--- src/rtl/axi_rd_arbiter_if.sv ---
// Shared AXI4 read channel (AR + R) between the read arbiter and the memory slave.
// Latency: none, wires only.
// Backpressure: standard valid/ready on both the AR and R channels.
interface axi_rd_arbiter_if #(
  parameter int ADDR_W = 32,
  parameter int DATA_W = 512
);
  logic [ADDR_W-1:0] araddr;
  logic [7:0]        arlen;
  logic [2:0]        arsize;
  logic [1:0]        arburst;
  logic              arlock;
  logic [3:0]        arcache;
  logic [2:0]        arprot;
  logic              arvalid;
  logic              arready;
  logic [DATA_W-1:0] rdata;
  logic [1:0]        rresp;
  logic              rlast;
  logic              rvalid;
  logic              rready;

  modport master (
    output araddr, arlen, arsize, arburst, arlock, arcache, arprot, arvalid, rready,
    input  arready, rdata, rresp, rlast, rvalid
  );

  modport slave (
    input  araddr, arlen, arsize, arburst, arlock, arcache, arprot, arvalid, rready,
    output arready, rdata, rresp, rlast, rvalid
  );
endinterface

--- src/rtl/axi_rd_arbiter.sv ---
// N-to-1 AXI4 read arbiter with one burst outstanding; round-robin, or fixed priority when AXI_ARB_FIXED_PRIO_EN is defined.
// Latency: req_arvalid -> m00_axi.arvalid 1 cycle; read data and rlast pass through combinationally.
// Backpressure: AR ready and R ready are forwarded combinationally to and from the granted requester only.
module axi_rd_arbiter #(
  parameter int NUM_REQ = 3,
  parameter int ADDR_W  = 32,
  parameter int DATA_W  = 512,
  localparam int GNT_W  = (NUM_REQ > 1) ? $clog2(NUM_REQ) : 1
) (
  input  logic                      system_clk,
  input  logic                      rst_n,
  input  logic [NUM_REQ*ADDR_W-1:0] req_araddr,
  input  logic [NUM_REQ*8-1:0]      req_arlen,
  input  logic [NUM_REQ-1:0]        req_arvalid,
  output logic [NUM_REQ-1:0]        req_arready,
  output logic [DATA_W-1:0]         req_rdata,
  output logic                      req_rlast,
  output logic [NUM_REQ-1:0]        req_rvalid,
  input  logic [NUM_REQ-1:0]        req_rready,
  axi_rd_arbiter_if.master          m00_axi,
  output logic [GNT_W-1:0]          grant_id,
  output logic                      busy,
  output logic                      err_resp,
  output logic                      err_len
);

  typedef enum logic [1:0] {IDLE, ADDR, DATA} state_t;

  typedef struct packed {
    logic [ADDR_W-1:0] addr;
    logic [7:0]        len;
  } ar_req_t;

  state_t             state;
  ar_req_t            ar_q;
  logic               arvalid_q;
  logic               busy_q;
  logic [7:0]         beat_cnt;
  logic [GNT_W-1:0]   win_idx;
  logic               rready_int;
  logic               r_hs;
  ar_req_t            req_arr [NUM_REQ];
`ifndef AXI_ARB_FIXED_PRIO_EN
  logic [GNT_W-1:0]   rr_ptr;
`endif

  // Unpack the flat per-requester address/length buses into one struct per requester.
  for (genvar g = 0; g < NUM_REQ; g++) begin : g_unpack
    assign req_arr[g].addr = req_araddr[g*ADDR_W +: ADDR_W];
    assign req_arr[g].len  = req_arlen[g*8 +: 8];
  end

  // Pick the next owner among the currently requesting clients.
  always_comb begin : pick_winner
    logic [GNT_W-1:0] cand;
    int               j;
    win_idx = '0;
    cand    = '0;
    j       = 0;
`ifdef AXI_ARB_FIXED_PRIO_EN
    // Scan downwards so the lowest requesting index is the last one written.
    for (int i = NUM_REQ - 1; i >= 0; i--) begin
      cand = GNT_W'(i);
      if (req_arvalid[cand]) win_idx = cand;
    end
`else
    // Scan offsets downwards from the pointer so the nearest requester at or after rr_ptr wins.
    for (int k = NUM_REQ - 1; k >= 0; k--) begin
      j = int'(rr_ptr) + k;
      if (j >= NUM_REQ) j = j - NUM_REQ;
      cand = GNT_W'(j);
      if (req_arvalid[cand]) win_idx = cand;
    end
`endif
  end

  // Route AR ready and R valid to the owner only, and R ready back from it.
  always_comb begin : route_handshakes
    req_arready = '0;
    req_rvalid  = '0;
    rready_int  = 1'b0;
    if (arvalid_q) req_arready[grant_id] = m00_axi.arready;
    if (state == DATA) begin
      req_rvalid[grant_id] = m00_axi.rvalid;
      rready_int           = req_rready[grant_id];
    end
  end

  assign r_hs = (state == DATA) && m00_axi.rvalid && rready_int;

  // Burst FSM: grant in IDLE, present the address in ADDR, stream beats in DATA until rlast.
  always_ff @(posedge system_clk or negedge rst_n) begin
    if (!rst_n) begin
      state     <= IDLE;
      grant_id  <= '0;
      ar_q      <= '0;
      arvalid_q <= 1'b0;
      busy_q    <= 1'b0;
      beat_cnt  <= '0;
      err_resp  <= 1'b0;
      err_len   <= 1'b0;
`ifndef AXI_ARB_FIXED_PRIO_EN
      rr_ptr    <= '0;
`endif
    end else begin
      if (r_hs && (m00_axi.rresp != 2'b00)) err_resp <= 1'b1;
      // rlast must land exactly on beat index arlen; either a missing or an early rlast is flagged.
      if (r_hs && (m00_axi.rlast != (beat_cnt == ar_q.len))) err_len <= 1'b1;
      case (state)
        IDLE: begin
          if (|req_arvalid) begin
            grant_id  <= win_idx;
            ar_q      <= req_arr[win_idx];
            arvalid_q <= 1'b1;
            busy_q    <= 1'b1;
            state     <= ADDR;
          end
        end
        ADDR: begin
          if (m00_axi.arready) begin
            arvalid_q <= 1'b0;
            beat_cnt  <= '0;
            state     <= DATA;
          end
        end
        DATA: begin
          if (r_hs) begin
            beat_cnt <= beat_cnt + 8'd1;
            // Only the slave's rlast ends the burst, even when the length check disagrees.
            if (m00_axi.rlast) begin
              state  <= IDLE;
              busy_q <= 1'b0;
`ifndef AXI_ARB_FIXED_PRIO_EN
              rr_ptr <= (grant_id == GNT_W'(NUM_REQ - 1)) ? '0 : grant_id + 1'b1;
`endif
            end
          end
        end
        default: state <= IDLE;
      endcase
    end
  end

  assign m00_axi.araddr  = ar_q.addr;
  assign m00_axi.arlen   = ar_q.len;
  assign m00_axi.arsize  = 3'b110;
  assign m00_axi.arburst = 2'b01;
  assign m00_axi.arlock  = 1'b0;
  assign m00_axi.arcache = 4'b0011;
  assign m00_axi.arprot  = 3'b000;
  assign m00_axi.arvalid = arvalid_q;
  assign m00_axi.rready  = rready_int;

  assign req_rdata = m00_axi.rdata;
  assign req_rlast = m00_axi.rlast;
  assign busy      = busy_q;

endmodule

--- src/flat_wrapper.sv ---
// flat-port wrapper written by rule: the top's interface ports become plain ports
module axi_rd_arbiter_flat 
#(
  parameter int NUM_REQ = 3,
  parameter int ADDR_W  = 32,
  parameter int DATA_W  = 512,
  localparam int GNT_W  = (NUM_REQ > 1) ? $clog2(NUM_REQ) : 1
)
  (system_clk, rst_n, req_araddr, req_arlen, req_arvalid, req_arready, req_rdata, req_rlast, req_rvalid, req_rready, grant_id, busy, err_resp, err_len, m00_axi_araddr, m00_axi_arlen, m00_axi_arsize, m00_axi_arburst, m00_axi_arlock, m00_axi_arcache, m00_axi_arprot, m00_axi_arvalid, m00_axi_rready, m00_axi_arready, m00_axi_rdata, m00_axi_rresp, m00_axi_rlast, m00_axi_rvalid);
  axi_rd_arbiter_if #(.ADDR_W(ADDR_W), .DATA_W(DATA_W)) m00_axi_i ();
  input  logic system_clk;
  input  logic rst_n;
  input  logic [NUM_REQ*ADDR_W-1:0] req_araddr;
  input  logic [NUM_REQ*8-1:0] req_arlen;
  input  logic [NUM_REQ-1:0] req_arvalid;
  output logic [NUM_REQ-1:0] req_arready;
  output logic [DATA_W-1:0] req_rdata;
  output logic req_rlast;
  output logic [NUM_REQ-1:0] req_rvalid;
  input  logic [NUM_REQ-1:0] req_rready;
  output logic [GNT_W-1:0] grant_id;
  output logic busy;
  output logic err_resp;
  output logic err_len;
  output wire logic [$bits(m00_axi_i.araddr)-1:0] m00_axi_araddr;
  output wire logic [$bits(m00_axi_i.arlen)-1:0] m00_axi_arlen;
  output wire logic [$bits(m00_axi_i.arsize)-1:0] m00_axi_arsize;
  output wire logic [$bits(m00_axi_i.arburst)-1:0] m00_axi_arburst;
  output wire logic [$bits(m00_axi_i.arlock)-1:0] m00_axi_arlock;
  output wire logic [$bits(m00_axi_i.arcache)-1:0] m00_axi_arcache;
  output wire logic [$bits(m00_axi_i.arprot)-1:0] m00_axi_arprot;
  output wire logic [$bits(m00_axi_i.arvalid)-1:0] m00_axi_arvalid;
  output wire logic [$bits(m00_axi_i.rready)-1:0] m00_axi_rready;
  input wire logic [$bits(m00_axi_i.arready)-1:0] m00_axi_arready;
  input wire logic [$bits(m00_axi_i.rdata)-1:0] m00_axi_rdata;
  input wire logic [$bits(m00_axi_i.rresp)-1:0] m00_axi_rresp;
  input wire logic [$bits(m00_axi_i.rlast)-1:0] m00_axi_rlast;
  input wire logic [$bits(m00_axi_i.rvalid)-1:0] m00_axi_rvalid;
  assign m00_axi_araddr = m00_axi_i.araddr;
  assign m00_axi_arlen = m00_axi_i.arlen;
  assign m00_axi_arsize = m00_axi_i.arsize;
  assign m00_axi_arburst = m00_axi_i.arburst;
  assign m00_axi_arlock = m00_axi_i.arlock;
  assign m00_axi_arcache = m00_axi_i.arcache;
  assign m00_axi_arprot = m00_axi_i.arprot;
  assign m00_axi_arvalid = m00_axi_i.arvalid;
  assign m00_axi_rready = m00_axi_i.rready;
  assign m00_axi_i.arready = m00_axi_arready;
  assign m00_axi_i.rdata = m00_axi_rdata;
  assign m00_axi_i.rresp = m00_axi_rresp;
  assign m00_axi_i.rlast = m00_axi_rlast;
  assign m00_axi_i.rvalid = m00_axi_rvalid;
  axi_rd_arbiter #(.NUM_REQ(NUM_REQ), .ADDR_W(ADDR_W), .DATA_W(DATA_W)) u_core (.system_clk(system_clk), .rst_n(rst_n), .req_araddr(req_araddr), .req_arlen(req_arlen), .req_arvalid(req_arvalid), .req_arready(req_arready), .req_rdata(req_rdata), .req_rlast(req_rlast), .req_rvalid(req_rvalid), .req_rready(req_rready), .m00_axi(m00_axi_i), .grant_id(grant_id), .busy(busy), .err_resp(err_resp), .err_len(err_len));
endmodule
--- config.mk ---
export PLATFORM = sky130hd
export DESIGN_NAME = axi_rd_arbiter_flat
export DESIGN_NICKNAME = d
export VERILOG_FILES = /design/src/rtl/axi_rd_arbiter_if.sv /design/src/rtl/axi_rd_arbiter.sv /design/src/flat_wrapper.sv
export SDC_FILE = /design/constraint.sdc
export NUM_CORES = 1
export LEC_CHECK = 0
export BUFFER_PORTS_ARGS = -buffer_cell sky130_fd_sc_hd__buf_4
export CAP_MARGIN = 0
export CORE_AREA = 2 2 479 481
export DETAILED_ROUTE_END_ITERATION = 8
export DIE_AREA = 0 0 481 483
export PLACE_DENSITY = 0.3
export SLEW_MARGIN = 10
export SYNTH_ARGS = -nofsm -noshare
export SYNTH_HDL_FRONTEND = slang
export SYNTH_SLANG_ARGS = --single-unit
--- constraint.sdc ---
create_clock -name system_clk -period 3.3 [get_ports system_clk]
set_input_delay 0.99 -clock system_clk [delete_from_list [all_inputs] [get_ports system_clk]]
set_output_delay 0.99 -clock system_clk [all_outputs]
set_load 0.02 [all_outputs]
# Word-level counts from Yosys, hierarchy flattened
# Index checks and enable logic that the tools add are counted.
# totals
input_bits,645
word_cells,92
output_inout_bits,579
register_bits,58
# op_classes
muxes,37
reduce_logical,17
n_bitwise,3
eq_ne,9
addsub,7
n_lt_le_gt_ge,9
# ops
op,n
40-bit binary-select mux with 2-bit select,1
40-bit 2-to-1 mux,2
2-bit 2-to-1 mux,11
8-bit 2-to-1 mux,2
8-bit one-hot mux with 2 select lines,1
2-bit by 3-bit < comparator with 1-bit output (second input constant),4
1-bit 2-to-1 mux,10
3-bit AND reduction,3
8-bit by 1-bit adder with 8-bit output (second input constant),1
1-bit binary-select mux with 2-bit select,4
8-bit == test,1
4-bit AND reduction,2
2-bit nonzero test,4
3-bit bitwise AND,2
3-bit by 2-bit >= comparator with 1-bit output (second input constant),2
3-bit 2-to-1 mux,2
2-bit one-hot mux with 3 select lines,1
1-bit logical AND,5
2-bit == test (second input constant),2
2-bit by 1-bit inequality test with 1-bit output (second input constant),2
2-bit inequality test (second input constant),2
1-bit one-hot mux with 2 select lines,2
2-bit by 1-bit subtractor with 2-bit output (second input constant),2
2-bit by 1-bit adder with 3-bit output (second input constant),1
13 further kinds,13

# Logic depth before layout (Yosys ltp)
# depth
ltp_word,12
ltp_mapped,10
depth_no_buf,7

# Worst setup path before layout
# Ideal clock, no wire load.
# synth_path
path_type,in2out
from,input port req_rready[1]
to,output port m00_axi_rready
n_path_buf,0
t_required_ps,2310
stages,3
arrival_ps,1856
path_slack_ps,454
cell_sequence,mux2i_1 > o22a_4 > nor3b_1
# synth_via
elab_chain_len,3
# synth_lines
element,line,source
from (decl),flat_wrapper.sv:20,input logic [NUM_REQ-1:0] req_rready;
1-bit binary-select mux with 2-bit select,axi_rd_arbiter.sv:85,rready_int = req_rready[grant_id];
1-bit 2-to-1 mux (implied by the code),axi_rd_arbiter.sv:85,
1-bit 2-to-1 mux,axi_rd_arbiter.sv:83,if (state == DATA) begin
to (decl),flat_wrapper.sv:33,output wire logic [$bits(m00_axi_i.rready)-1:0] m00_axi_rready;
# Every way passes these cells. The select of a mux whose other input is x is not followed.

# Worst setup path in the final report
# layout_path
from,register u_core.grant_id[0]
to,output port m00_axi_rready
# layout_via
elab_chain_len,3
# layout_lines
element,line,source
from (decl),axi_rd_arbiter.sv:21,"output logic [GNT_W-1:0] grant_id,"
from (signal assigned),axi_rd_arbiter.sv:112,grant_id <= win_idx;
1-bit binary-select mux with 2-bit select,axi_rd_arbiter.sv:85,
1-bit 2-to-1 mux (implied by the code),axi_rd_arbiter.sv:85,
1-bit 2-to-1 mux,axi_rd_arbiter.sv:83,
# Every way passes these cells. The select of a mux whose other input is x is not followed.

==> metrics <==
global-route wire length before repair approximately 140000 µm; mux cell area share after synthesis 0.0421; area delta synth->final 21.7%; outcome finished clean; CP Max Fanout 3; die width ~480 µm; total power draw ~6.2 mW; CP Buf/Inv Count 2; initial core utilization 0.0326; area share of the largest cell type after synthesis 0.535; Total GRT Usage 0.103; fmax 328 MHz; vias in the first global route approximately 5000; CP max stage delay a little under 0.5 ns; CORE AREA 227000 µm²; worst endpoint data arrival time 2.06 ns; max_slew headroom 0.573; Critical Path Source Type register; TritonCTS Buffers 9; DR vias 4822; met2 GRT Util 0.157; Worst path top cell family by delay simple AND/OR/NAND/NOR gates; data required time of the worst path 2.31 ns; PwrDens ~690 nW/µm²; Crit path depth 5; Clock Latency Late Sink roughly 0.40 ns; Synth Area in Compound Gates 0.0862; drt total wl around 120000 µm; PortBufs 186; HP Class reg2reg; CTS tree yes; layout net count between 1000 and 1500; RSZ-0062 raised after global routing no; grt ovf 0; Initial DRT Pass Iterations 4; CP Capture Point m00_axi_rready; worst reg2reg endpoint u_core.m00_axi.araddr[21]; initial antenna violation count 10; area leader, netlist buf_4; fin. max-slew vios 0; slowest CP cell dfrtp_2; global placer's final weighted congestion approximately 0.78; Die ar. 232000 µm²; Rows 175; post-synthesis sequential area ratio 0.196; adder-cell share of the synthesized area 0.00676; residual DRC count 0; Die Y 483 µm; main combinational cell family by area after synthesis buffers and inverters; worst path cell trace nand2b_2 -> buf_4 -> o22a_4 -> nor3b_1 -> buf_4; Clock Skews between 0.015 and 0.02 ns; post-route ant nets 0; r2r startpoint u_core.rr_ptr[0]; warnings from Yosys 0; Mean Syn Cell Area around 8.1 µm²; Cells after Synth around 900; Ports about 1200; Worst Setup End Kind primary output; Clock transition at path regs approximately 0.060 ns; VDD IR max 0.000194 V; Post-DP HPWL 117000 µm; register-to-register setup slack approximately 0.73 ns; final hold vios 0; Period minus WS final 3.05 ns; htree depth 3; detail-routed via count per cell roughly 1.3; root buffer cell clkbuf_16; Least-Margin Pin Slew about 0.64 ns; pin count of the biggest net entering global routing 33; max-cap violations 0; layout cells sized above 1 0.408; Pleak 2.65 nW; GR peak layer met3; Synth cell types 42; GRT met1 Usage 0.0326; Syn Std Cell Area 7400 µm²; crit share post-route 0.924; Initial DRC Count ~290; Simple-Gate Fraction of Synth Area 0.0864; Yosys reg bits 58; TNS Setup 0 ns; Crit. Startpoint u_core.grant_id[0]; Reg2Reg Depth 8; Synth area leaders buf_4 (54%), dfrtp_1 (20%), mux2i_1 (4.1%); GR Util met3 0.191; XOR/XNOR Fraction of Synth Area 0.0177; Crit path top cell by count buf_4; # setup viols final 0; Sink Count 58; critical setup path kind reg2out; Clock Path Buffers 2; Wirelength per Cell 34.2 µm
[cell usage after synthesis (all sizes together)]
library cell,n
a21o,1
a21oi,43
a31o,1
a31oi,18
a32oi,1
buf,545
clkbuf,12
conb,2
dfrtp,58
ha,4
inv,6
mux2,1
mux2i,30
nand2,16
nand2b,5
nand3,36
nand4,1
nor2,56
nor2b,5
nor3,7
nor3b,2
nor4,5
o21a,2
o21ai,7
o221a,1
o221ai,1
o22a,2
o22ai,25
o311ai,1
or2,2
or2b,1
or3,1
xnor2,7
xor2,8
[power breakdown]
part	internal, mW	total (mW)	switching, mW
Clock	0.525	0.995	0.470
Combinational	1.40	3.81	2.41
Sequential	1.04	1.39	0.355
[layout make-up]
cell class / instances / area (µm²)
fillers: 27064 / 218000
well taps: 3009 / 3760
multi-input cells: 303 / 1850
repair buffers: 213 / 1640
flip-flops and latches: 58 / 1450
clock buffers: 11 / 243
clock inverters: 5 / 30.0
inverters: 6 / 22.5
diodes: 4 / 10.0
[per-layer routing]
layer / vias to the layer above / part of all wire
met5: - / 0.00011
met4: 2 / 0.048
met3: 288 / 0.41
met2: 751 / 0.44
met1: 1990 / 0.11
li1: 1791 / -
[cells in the final DEF (no fill, tap or decap), types with 2 or more instances in the layout]
cell and n:
dfrtp_1 57, ha_1 4, a21oi_1 43, clkinv_2 3, diode_2 4, conb_1 13
nand3_1 36, o21ai_1 2, or2_2 2, buf_4 210, nor3_1 6, nand2b_1 4
xor2_1 8, nor2b_1 5, buf_12 3, xnor2_1 7, clkbuf_16 9, mux2i_1 30
o21ai_0 5, inv_1 6, nand2_1 15, nor3b_1 2, a31oi_1 18, nor4_1 5
o22ai_1 24, o21a_1 2, nor2_1 55, clkinvlp_4 2
[timing repair]
action,4_1_cts,5_1_grt
setup buffers,0,0
hold buffers,0,0
resized for setup,2,0
setup endpoints to repair,1,0
[worst min-delay path by stage]
stage / startpoint / end / slack [ns] / cells after the start
final: u_core.err_len / u_core.err_len / 0.46 / 1
after detailed placement: u_core.err_len / u_core.err_len / 0.46 / 1
after CTS: u_core.err_len / u_core.err_len / 0.47 / 1
after global placement: u_core.err_len / u_core.err_len / 0.45 / 1
after floorplan: u_core.rr_ptr[0] / u_core.rr_ptr[0] / 0.49 / 1
after global routing: u_core.err_len / u_core.err_len / 0.49 / 1
[logic make-up after synthesis]
group	Yosys count
buffers and inverters	563
multiplexers	31
AND/OR/NAND/NOR	137
XOR/XNOR	15
other	2
AO/OA/AOI/OAI	103
adder cells (fa/ha/maj)	4
flip-flops	58
[flip-flops by register name, summed over array words and instances (netlist names)]
register / count
u_core.rr_ptr: 2
u_core.m00_axi.arlen: 8
u_core.beat_cnt: 8
u_core.state: 2
u_core.err_len: 1
u_core.busy: 1
u_core.m00_axi.araddr: 32
u_core.m00_axi.arvalid: 1
u_core.grant_id: 2
u_core.err_resp: 1
[through the flow]
| step | cells | utilization | hold WS (ns) | area, µm² | worst slack (ns) |
|---|---|---|---|---|---|
| 4_1_cts | 3605 | 0.0397 | 0.472 | 8990 | 0.0440 |
| 2_1_floorplan | 924 | - | 0.494 | 7440 | 0.454 |
| 3_3_place_gp | 3589 | 0.0384 | 0.450 | 8720 | 0.233 |
| 6_report | 3609 | 0.0397 | 0.460 | 9000 | 0.249 |
| 3_5_place_dp | 3589 | 0.0384 | 0.462 | 8720 | 0.284 |
| 5_1_grt | 3606 | 0.0397 | 0.492 | 9000 | 0.0810 |
(Power assumes the default switching activity.)
